File: src/rtl/pulse_edge_timer.sv
// Synchronises sig_in, detects edges and measures high/low/period durations in clk cycles.
// Optional deglitch filter on the synchronised signal is enabled by defining PET_DEGLITCH_EN.
module pulse_edge_timer #(
  parameter int          CNT_W          = 32,
  parameter int unsigned TIMEOUT_CYCLES = 50000000,
  parameter int          FILTER_LEN     = 4
) (
  input  logic             clk,
  input  logic             rst,
  input  logic             sig_in,
  input  logic             enable,
  output logic [CNT_W-1:0] high_time,
  output logic [CNT_W-1:0] low_time,
  output logic [CNT_W-1:0] period_time,
  output logic             measurement_done,
  output logic             busy,
  output logic             timeout
);

  typedef enum logic [1:0] {IDLE, WAIT_RISE, MEAS_HIGH, MEAS_LOW} state_t;

  localparam logic [CNT_W-1:0] TIMEOUT_VAL = CNT_W'(TIMEOUT_CYCLES);

  if (FILTER_LEN < 1) begin : g_bad_filter_len
    $error("FILTER_LEN must be at least 1");
  end

  logic sync1_reg, sync2_reg, s_d_reg;
  logic s;

  always_ff @(posedge clk or posedge rst) begin
    if (rst) begin
      sync1_reg <= 1'b0;
      sync2_reg <= 1'b0;
      s_d_reg   <= 1'b0;
    end else begin
      sync1_reg <= sig_in;
      sync2_reg <= sync1_reg;
      s_d_reg   <= s;
    end
  end

`ifdef PET_DEGLITCH_EN
  localparam int FW = $clog2(FILTER_LEN + 1);
  logic [FW-1:0] flt_cnt_reg;
  logic          flt_reg;

  // Filtered level flips only after FILTER_LEN consecutive disagreeing samples.
  always_ff @(posedge clk or posedge rst) begin
    if (rst) begin
      flt_cnt_reg <= '0;
      flt_reg     <= 1'b0;
    end else if (sync2_reg != flt_reg) begin
      if (flt_cnt_reg == FW'(FILTER_LEN - 1)) begin
        flt_reg     <= sync2_reg;
        flt_cnt_reg <= '0;
      end else begin
        flt_cnt_reg <= flt_cnt_reg + 1'b1;
      end
    end else begin
      flt_cnt_reg <= '0;
    end
  end

  assign s = flt_reg;
`else
  assign s = sync2_reg;
`endif

  logic rise, fall;
  assign rise = s & ~s_d_reg;
  assign fall = ~s & s_d_reg;

  state_t           state_reg, state_next;
  logic [CNT_W-1:0] cnt_reg, cnt_next;
  logic [CNT_W-1:0] hi_reg, hi_next;
  logic [CNT_W-1:0] high_next, low_next, period_next;
  logic             done_next, timeout_next;
  logic [CNT_W:0]   sum;

  assign sum  = {1'b0, hi_reg} + {1'b0, cnt_reg};
  assign busy = (state_reg == MEAS_HIGH) || (state_reg == MEAS_LOW);

  always_comb begin
    state_next   = state_reg;
    cnt_next     = cnt_reg;
    hi_next      = hi_reg;
    high_next    = high_time;
    low_next     = low_time;
    period_next  = period_time;
    done_next    = 1'b0;
    timeout_next = timeout;
    if (!enable) begin
      state_next = IDLE;
      cnt_next   = '0;
      hi_next    = '0;
    end else begin
      case (state_reg)
        IDLE: begin
          state_next = WAIT_RISE;
          cnt_next   = '0;
        end
        WAIT_RISE: begin
          if (cnt_reg == TIMEOUT_VAL) begin
            timeout_next = 1'b1;
            cnt_next     = '0;
          end else if (rise) begin
            state_next = MEAS_HIGH;
            cnt_next   = CNT_W'(1);
          end else begin
            cnt_next = cnt_reg + 1'b1;
          end
        end
        MEAS_HIGH: begin
          if (cnt_reg == TIMEOUT_VAL) begin
            timeout_next = 1'b1;
            cnt_next     = '0;
            state_next   = WAIT_RISE;
          end else if (fall) begin
            hi_next    = cnt_reg;
            cnt_next   = CNT_W'(1);
            state_next = MEAS_LOW;
          end else begin
            cnt_next = cnt_reg + 1'b1;
          end
        end
        MEAS_LOW: begin
          if (cnt_reg == TIMEOUT_VAL) begin
            timeout_next = 1'b1;
            cnt_next     = '0;
            state_next   = WAIT_RISE;
          end else if (rise) begin
            // Closing rise publishes this period and immediately opens the next one.
            high_next    = hi_reg;
            low_next     = cnt_reg;
            period_next  = sum[CNT_W] ? '1 : sum[CNT_W-1:0];
            done_next    = 1'b1;
            timeout_next = 1'b0;
            cnt_next     = CNT_W'(1);
            state_next   = MEAS_HIGH;
          end else begin
            cnt_next = cnt_reg + 1'b1;
          end
        end
        default: state_next = IDLE;
      endcase
    end
  end

  always_ff @(posedge clk or posedge rst) begin
    if (rst) begin
      state_reg        <= IDLE;
      cnt_reg          <= '0;
      hi_reg           <= '0;
      high_time        <= '0;
      low_time         <= '0;
      period_time      <= '0;
      measurement_done <= 1'b0;
      timeout          <= 1'b0;
    end else begin
      state_reg        <= state_next;
      cnt_reg          <= cnt_next;
      hi_reg           <= hi_next;
      high_time        <= high_next;
      low_time         <= low_next;
      period_time      <= period_next;
      measurement_done <= done_next;
      timeout          <= timeout_next;
    end
  end

endmodule

File: config.mk
export PLATFORM = sky130hd
export DESIGN_NAME = pulse_edge_timer
export DESIGN_NICKNAME = d
export VERILOG_FILES = /design/src/rtl/pulse_edge_timer.sv
export SDC_FILE = /design/constraint.sdc
export NUM_CORES = 1
export LEC_CHECK = 0
export CAP_MARGIN = 15
export CORE_MARGIN = 10
export CORE_UTILIZATION = 40
export CTS_BUF_LIST = sky130_fd_sc_hd__clkbuf_4
export CTS_CLUSTER_SIZE = 16
export DETAILED_ROUTE_END_ITERATION = 12
export SKIP_LAST_GASP = 1
export SYNTH_ARGS = -nofsm -noshare
export SYNTH_HDL_FRONTEND = slang
export SYNTH_SLANG_ARGS = --single-unit
File: constraint.sdc
create_clock -name clk -period 8 [get_ports clk]
set_input_delay 2.4 -clock clk [delete_from_list [all_inputs] [get_ports clk]]
set_output_delay 2.4 -clock clk [all_outputs]
set_load 0.1 [all_outputs]
==> flow_metrics.env, run 1 <==
export IMPL_io_pin_count=103
export IMPL_wl_per_cell_um=18.95
export IMPL_slew_headroom_pct=33.04
export IMPL_setup_tns_ns=0
export IMPL_hp_class="reg -> reg"
export IMPL_rsz0062_at_grt="false"
export IMPL_antenna_found_initial=1
export IMPL_syn_area_sq_um=8318
export IMPL_ir_worst_vdd_uv=125.7
export IMPL_synth_flop_cell="dfrtp_1"
export IMPL_fin_crit_ns=5.025
export IMPL_initial_utilization_pct=40.85
export IMPL_fmax_mhz=199.0
export IMPL_die_area_sq_um=26960
export IMPL_path_max_fanout=5
export IMPL_grt_pass1_wl_um=33950
export IMPL_cp_end_kind="output port"
export IMPL_seqCellArea_sq_um=4179
export IMPL_synth_avg_cell_area_sq_um=11.41
export IMPL_ant_nets=0
export IMPL_syn2layout_area_growth_pct=18.56
export IMPL_yosys_area_top_type="dfrtp_1"
export IMPL_cts_sinks=167
export IMPL_rows=52
export IMPL_post_cts_buffers=0
export IMPL_drt_iter0_markers=262
export IMPL_final_setup_viol_count=0
export IMPL_synth_async_reset_ratio_pct=100.0
export IMPL_ctsHtreeMaxLevel=4
export IMPL_grt_max_degree=99
export IMPL_layout_nets=862
export IMPL_wl_um=20900
export IMPL_numCtsBuffers=17
export IMPL_numPortBuffers=102
export IMPL_drive_above_1_share_pct=6.490
export IMPL_p_leak_nw=4.659
export IMPL_synth_seq_cells=167
export IMPL_setup_slack_ns=2.975
export IMPL_hpwl_um=15020
export IMPL_grt_pass1_vias=6173
export IMPL_drv_slew=0
export IMPL_synth_top_area_share_pct=50.24
export IMPL_skew_ns=0.03117
export IMPL_arrival_ns=2.62
export IMPL_num_vias=5939
export IMPL_clkTransAtPathRegs_ns=0.13
export IMPL_cts_buffer_depth=2
export IMPL_hold_buffers=0
export IMPL_core_area_sq_um=20360
export IMPL_timing_final_crit_share_pct=62.81
export IMPL_tightest_slew_ns=1.001
export IMPL_powerDensity_nw_per_um2=160.6
export IMPL_synth_cell_types=64
export IMPL_worstSetupPathType="reg -> out"
export IMPL_post_synth_top_count_cell="dfrtp_1"
export IMPL_finalHoldViolations=0
export IMPL_drc_errors=0
export IMPL_place_ws_ns=3.140
export IMPL_fp_dieH_um=164.2
export IMPL_synthTopCellsByCount="dfrtp_1 (167), mux2_1 (64), nor2_1 (59)"
export IMPL_critPathRequiredTime_ns=5.60
export IMPL_gp_congestion=0.8664
export IMPL_firstDrtPassIters=5
export IMPL_synth_edf_count=0
export IMPL_die_w_um=164.2
export IMPL_grt_usage_pct=15.77
export IMPL_status="completed"
export IMPL_yosysWarnings=0
export IMPL_cts_resized_gates=0
export IMPL_cts_root_buf="clkbuf_4"
export IMPL_vias_per_cell=5.384
export IMPL_clkLatencyLatePin_ns=0.58
export IMPL_ys_seq_area_share_pct=50.24
export IMPL_synthCells=729
export IMPL_yosys_top_cells_area="dfrtp_1 (50%), mux2_1 (8.7%), ha_1 (5.7%)"
export IMPL_fillers=1840
export IMPL_syn_nets=772
export IMPL_cts_tree="yes"
export IMPL_maxCapViolCount=0
export IMPL_grt_overflow_total=0
export IMPL_cp_start_kind="flop"
export IMPL_multiInputGateArea_sq_um=3887
cells in the final DEF (no fill, tap or decap), types with 27 or more instances in the layout:
master and n:
a22o_1 32, o22a_1 30, dfrtp_1 167, xor2_1 32, a21oi_1 27, ha_1 38
mux2_1 64, nor2_1 59, nand2_1 35, clkdlybuf4s50_1 102
per-layer routing:
metal	vias up	share of wire, %	global-route usage [%]
met4	0	1.7	4.996
met3	22	4.4	3.254
met2	103	45	24.18
li1	2822	-	-
met1	2992	49	21.83
met5	-	0	0
critical path, stage by stage, from the launching register on:
cell             delay [ns]
dfrtp_1                0.43
inv_1                  0.08
ha_1                   0.25
or2_2                  0.32
clkdlybuf4s50_1        0.98
report_power, final:
group	internal (W)	switching [W]
clock network	0.000218	0.000315
registers	0.000859	0.0000113
logic	0.0000401	0.000140
layout make-up:
class                   instances  area share (%)
diodes                          1         0.02537
flip-flops and latches        167           42.38
clock buffers                  17           1.294
multi-input cells             507           39.42
inverters                      20          0.8120
clock inverters                15           1.789
well taps                     270           3.426
repair buffers                106           10.86
path summary, 6_finish.rpt:
check,startpoint,end,slack (ns),cells past startpoint
hold / removal,sync1_reg,s,0.36,0
hold reg to reg,sync1_reg,s,0.36,0
max in group asynchronous,rst,period_time[25],4.22,3
min in group asynchronous,rst,low_time[11],2.35,2
setup / recovery,state_reg[0],busy,2.98,4
setup reg to reg,cnt_reg[0],period_time[22],4.51,10
through the flow:
step / cell area (sq um) / util [%] / instances / hold slack, ns / total power [W]
2_1_floorplan: 8318 / - / 729 / 0.3312 / 0.001022
3_3_place_gp: 9528 / 46.79 / 1069 / 0.3353 / 0.001064
3_5_place_dp: 9528 / 46.79 / 1069 / 0.3364 / 0.001068
4_1_cts: 9832 / 48.28 / 1101 / 0.3670 / 0.001608
5_1_grt: 9862 / 48.43 / 1103 / 0.3735 / 0.001651
6_report: 9862 / 48.43 / 1103 / 0.3626 / 0.001584
kinds of logic after synthesis:
logic type | count (synthesis) | share of synthesized area (%)
compound gates | 168 | 14.88
fa+ha+maj | 39 | 5.957
mux | 66 | 8.905
xor+xnor | 55 | 5.791
flops | 167 | 50.24
buf+inv | 55 | 3.174
simple gates | 179 | 11.06
No activity file was read; power rests on OpenSTA's default activity.
==> run 2, diff against run 1 <==
Clock period 8 ns to 4.75 ns, I/O delays scaled along.
==> flow_metrics.env, run 2 (same netlist as run 1, synthesis figures left out) <==
export IMPL_status="completed"
export IMPL_grt_max_degree=86
export IMPL_maxCapViolCount=0
export IMPL_p_sw_share_pct=28.71
export IMPL_drc_errors=0
export IMPL_clkTransAtPathRegs_ns=0.14
export IMPL_placed_cell_area_sq_um=9569
export IMPL_cts_root_buf="clkbuf_4"
export IMPL_hpwl_um=15380
export IMPL_cp_top_family="buffers and inverters"
export IMPL_numPortBuffers=102
export IMPL_cts_buffer_depth=2
export IMPL_skew_ns=0.02848
export IMPL_netSwitchingPower_w=0.0007637
export IMPL_core_area_sq_um=20360
export IMPL_r2r_end="period_time[13]"
export IMPL_firstDrtPassIters=4
export IMPL_reg2reg_depth=9
export IMPL_max_stage_delay_ns=1.13
export IMPL_worst_path_max_delay_cell="clkdlybuf4s50_1"
export IMPL_arrival_ns=2.63
export IMPL_clkLatencyLatePin_ns=0.56
export IMPL_drt_iter0_markers=383
export IMPL_grt_usage_pct=15.69
export IMPL_worst_r2r_setup_slack_ns=1.31
export IMPL_tightest_slew_ns=1.040
export IMPL_finalHoldViolations=0
export IMPL_worstSetupPathType="reg -> out"
export IMPL_cp_num_buf_inv=2
export IMPL_final_common_cell="dfrtp_1"
export IMPL_slew_headroom_pct=30.65
export IMPL_critPathRequiredTime_ns=3.32
export IMPL_ir_worst_vdd_uv=219.5
export IMPL_final_setup_viol_count=0
export IMPL_powerDensity_nw_per_um2=269.4
export IMPL_syn2layout_area_growth_pct=18.70
export IMPL_drive_above_1_share_pct=6.826
export IMPL_die_w_um=164.2
export IMPL_worst_r2r_startpoint="cnt_reg[17]"
export IMPL_ctsHtreeMaxLevel=4
export IMPL_timing_final_crit_share_pct=85.42
export IMPL_io_pin_count=103
export IMPL_worstHoldPathCells=0
export IMPL_min_from="sync1_reg"
export IMPL_ant_nets=0
export IMPL_fin_crit_ns=4.057
export IMPL_cp_end_kind="output port"
export IMPL_gp_congestion=0.8991
export IMPL_cts_tree="yes"
export IMPL_numCtsBuffers=17
export IMPL_path_depth=4
export IMPL_combinationalPowerShare_pct=11.6
export IMPL_drv_slew=0
export IMPL_hold_buffers=0
export IMPL_layout_nets=865
export IMPL_fmax_mhz=246.5
export IMPL_rows=52
export IMPL_wl_per_cell_um=18.94
export IMPL_num_vias=5980
export IMPL_wl_um=20950
export IMPL_fp_dieH_um=164.2
export IMPL_hp_class="reg -> reg"
export IMPL_cp_start_kind="flop"
export IMPL_grt_pass1_vias=6077
export IMPL_path_cells="inv_1 -> ha_1 -> or2_2 -> clkdlybuf4s50_1"
export IMPL_p_int_w=0.001896
export IMPL_cts_sinks=167
export IMPL_clkPwrFrac_pct=33.3
export IMPL_grt_overflow_total=0
export IMPL_post_cts_buffers=0
export IMPL_final_cell_mix="dfrtp_1 (167), clkdlybuf4s50_1 (102), mux2_1 (64)"
export IMPL_min_to="s"
export IMPL_seqPwrFrac_pct=55.1
export IMPL_p_leak_nw=4.665
export IMPL_grt_pass1_wl_um=33750
export IMPL_die_area_sq_um=26960
export IMPL_initial_utilization_pct=40.85
export IMPL_setup_tns_ns=0
export IMPL_rsz0062_at_grt="false"
export IMPL_vias_per_cell=5.407
export IMPL_worst_setup_path_startpoint="state_reg[0]"
export IMPL_path_max_fanout=5
export IMPL_cts_resized_gates=0
export IMPL_antenna_found_initial=1
export IMPL_design_area_sq_um=9873
## run 2: changes by cell type in the layout (fill, tap and decap cells not counted)
cell        change
clkbuf_4        +3
inv_6           -2
buf_4           +3
clkinvlp_4      +1
buf_12          +1
clkinv_2        -1
inv_8           -1
buf_16          -1
## run 2: worst max-delay path by stage
stage / endpoint
after floorplan: cnt_reg[0]
after global placement: low_time[30]
after detailed placement: low_time[6]
after CTS: busy
after global routing: busy
final: busy
## run 2: area by class of cell
type / count / area [sq um]
clock inverters: 12 / 151.4
clock buffers: 20 / 150.1
diodes: 1 / 2.502
repair buffers: 109 / 1086
inverters: 20 / 78.83
well taps: 270 / 337.8
flip-flops and latches: 167 / 4179
fillers: 1889 / 10490
multi-input cells: 507 / 3887
## run 2: through the flow
stage	total power, W	utilization [%]	hold WS, ns	setup slack [ns]	cells
after global routing	0.002763	48.48	0.3820	0.5356	1106
after CTS	0.002694	48.47	0.3682	0.6363	1105
after global placement	0.001796	46.99	0.3328	1.266	1073
final	0.002660	48.48	0.3648	0.6926	1106
after floorplan	0.001721	-	0.3312	1.198	729
after detailed placement	0.001803	46.99	0.3385	1.178	1073
## run 2: worst reg2reg max path: stages (launching register included)
cell     delay (ns)
dfrtp_1        0.50
ha_1           0.46
nand4_1        0.21
or3_1          0.44
o32ai_1        0.11
o21ba_2        0.23
a31oi_4        0.30
a21oi_2        0.14
o21ai_4        0.73
o22a_1         0.29
## run 2: routing by layer
metal | vias up | part of all wire, % | global-route usage, %
li1 | 2835 | - | -
met1 | 3028 | 46 | 21.33
met2 | 106 | 47 | 24.83
met3 | 11 | 5.7 | 3.504
met4 | 0 | 1.0 | 3.859
met5 | - | 0 | 0
## run 2: power groups by stage
stage / clock network [W] / logic, W / registers (W)
after global placement: 0 / 0.000305 / 0.00149
after detailed placement: 0 / 0.000311 / 0.00149
final: 0.000887 / 0.000307 / 0.00147
after floorplan: 0 / 0.0000694 / 0.00165
after CTS: 0.000918 / 0.000311 / 0.00147
after global routing: 0.000971 / 0.000323 / 0.00147
==> run 3, diff against run 2 <==
Settings changed: PLACE_DENSITY set to 0.65.
==> flow_metrics.env, run 3 (same netlist as run 1, synthesis figures left out) <==
export IMPL_status="completed"
export IMPL_hpwl_um=14310
export IMPL_grt_max_degree=75
export IMPL_fin_crit_ns=4.039
export IMPL_rows=52
export IMPL_final_cell_mix="dfrtp_1 (167), clkdlybuf4s50_1 (102), mux2_1 (64)"
export IMPL_die_area_sq_um=26960
export IMPL_total_power_w=0.002678
export IMPL_firstDrtPassIters=4
export IMPL_numCtsBuffers=17
export IMPL_p_sw_share_pct=28.10
export IMPL_min_to="s"
export IMPL_slew_headroom_pct=30.01
export IMPL_clkTransAtPathRegs_ns=0.13
export IMPL_skew_ns=0.01791
export IMPL_cts_tree="yes"
export IMPL_drt_iter0_markers=375
export IMPL_die_w_um=164.2
export IMPL_drive_above_1_share_pct=6.370
export IMPL_drv_slew=0
export IMPL_worst_r2r_startpoint="cnt_reg[0]"
export IMPL_worst_r2r_setup_slack_ns=1.33
export IMPL_core_area_sq_um=20360
export IMPL_powerDensity_nw_per_um2=270.6
export IMPL_clkPwrFrac_pct=33.9
export IMPL_netSwitchingPower_w=0.0007527
export IMPL_wl_um=19870
export IMPL_cts_resized_gates=0
export IMPL_grt_usage_pct=14.88
export IMPL_grt_pass1_vias=5894
export IMPL_drc_errors=0
export IMPL_design_area_sq_um=9897
export IMPL_io_pin_count=103
export IMPL_critPathRequiredTime_ns=3.32
export IMPL_final_common_cell="dfrtp_1"
export IMPL_p_int_w=0.001925
export IMPL_cp_end_kind="output port"
export IMPL_min_from="sync1_reg"
export IMPL_grt_pass1_wl_um=32150
export IMPL_reg2reg_depth=11
export IMPL_fp_dieH_um=164.2
export IMPL_placed_cell_area_sq_um=9587
export IMPL_clkLatencyLatePin_ns=0.58
export IMPL_cts_root_buf="clkbuf_4"
export IMPL_final_setup_viol_count=0
export IMPL_rsz0062_at_grt="false"
export IMPL_path_max_fanout=5
export IMPL_ant_nets=0
export IMPL_hp_class="reg -> reg"
export IMPL_grt_overflow_total=0
export IMPL_cts_sinks=167
export IMPL_cts_buffer_depth=2
export IMPL_hold_buffers=0
export IMPL_worstHoldPathCells=0
export IMPL_gp_congestion=0.8866
export IMPL_seqPwrFrac_pct=54.7
export IMPL_finalHoldViolations=0
export IMPL_place_ws_ns=1.218
export IMPL_path_cells="inv_1 -> ha_1 -> or2_2 -> clkdlybuf4s50_1"
export IMPL_tightest_slew_ns=1.050
export IMPL_p_leak_nw=4.666
export IMPL_initial_utilization_pct=40.85
export IMPL_syn2layout_area_growth_pct=18.98
export IMPL_wl_per_cell_um=18.02
export IMPL_max_stage_delay_ns=1.13
export IMPL_antenna_found_initial=1
export IMPL_cp_start_kind="flop"
export IMPL_post_cts_buffers=0
export IMPL_layout_nets=864
export IMPL_combinationalPowerShare_pct=11.4
export IMPL_ir_worst_vdd_uv=223.7
export IMPL_ctsHtreeMaxLevel=4
export IMPL_numPortBuffers=102
export IMPL_timing_final_crit_share_pct=85.04
export IMPL_worstSetupPathType="reg -> out"
export IMPL_fmax_mhz=247.6
export IMPL_setup_slack_ns=0.7108
export IMPL_worst_path_max_delay_cell="clkdlybuf4s50_1"
export IMPL_maxCapViolCount=0
export IMPL_vias_per_cell=5.336
export IMPL_arrival_ns=2.61
export IMPL_num_vias=5886
export IMPL_setup_tns_ns=0
export IMPL_r2r_end="period_time[9]"
run 3: critical path: cells and delay by family, from the launching register on:
kind | cells | cell delay, ns
flip-flops | 1 | 0.44
AND/OR/NAND/NOR | 1 | 0.14
buffers and inverters | 2 | 1.22
adder cells (fa/ha/maj) | 1 | 0.24
run 3: routing by layer:
layer,routed length [um],track usage (%),vias up
li1,-,-,2837
met1,9300,19.77,2892
met2,9055,23.30,135
met3,1202,4.130,22
met4,314,4.102,0
met5,0,0,-
run 3: area by class of cell:
type / instances / area [sq um]
Tap cell: 270 / 337.8
Multi-Input combinational cell: 507 / 3887
Clock inverter: 13 / 180.2
Sequential cell: 167 / 4179
Inverter: 20 / 78.83
Timing Repair Buffer: 108 / 1104
Antenna cell: 1 / 2.502
Clock buffer: 17 / 127.6
Fill cell: 1885 / 10470
run 3: worst max path at each step:
stage,start,to,cells after the start
4_1_cts,state_reg[0],busy,4
3_5_place_dp,enable,cnt_reg[19],4
3_3_place_gp,enable,cnt_reg[19],4
5_1_grt,state_reg[0],busy,4
6_report,state_reg[0],busy,4
2_1_floorplan,rst,cnt_reg[0],1
run 3: through the flow:
stage / utilization [%] / cells / hold WS (ns)
floorplan: - / 729 / 0.3312
global placement: 47.08 / 1072 / 0.3342
detailed placement: 47.08 / 1072 / 0.3389
CTS: 48.59 / 1102 / 0.3718
global route: 48.60 / 1103 / 0.3918
finish: 48.60 / 1103 / 0.3680
run 3: power by group through the flow:
stage               Clock (W)  Combinational (W)  Sequential (W)
floorplan                   0          0.0000694         0.00165
global placement            0           0.000308         0.00149
detailed placement          0           0.000310         0.00149
CTS                  0.000935           0.000311         0.00146
global route          0.00100           0.000322         0.00147
finish               0.000907           0.000307         0.00146
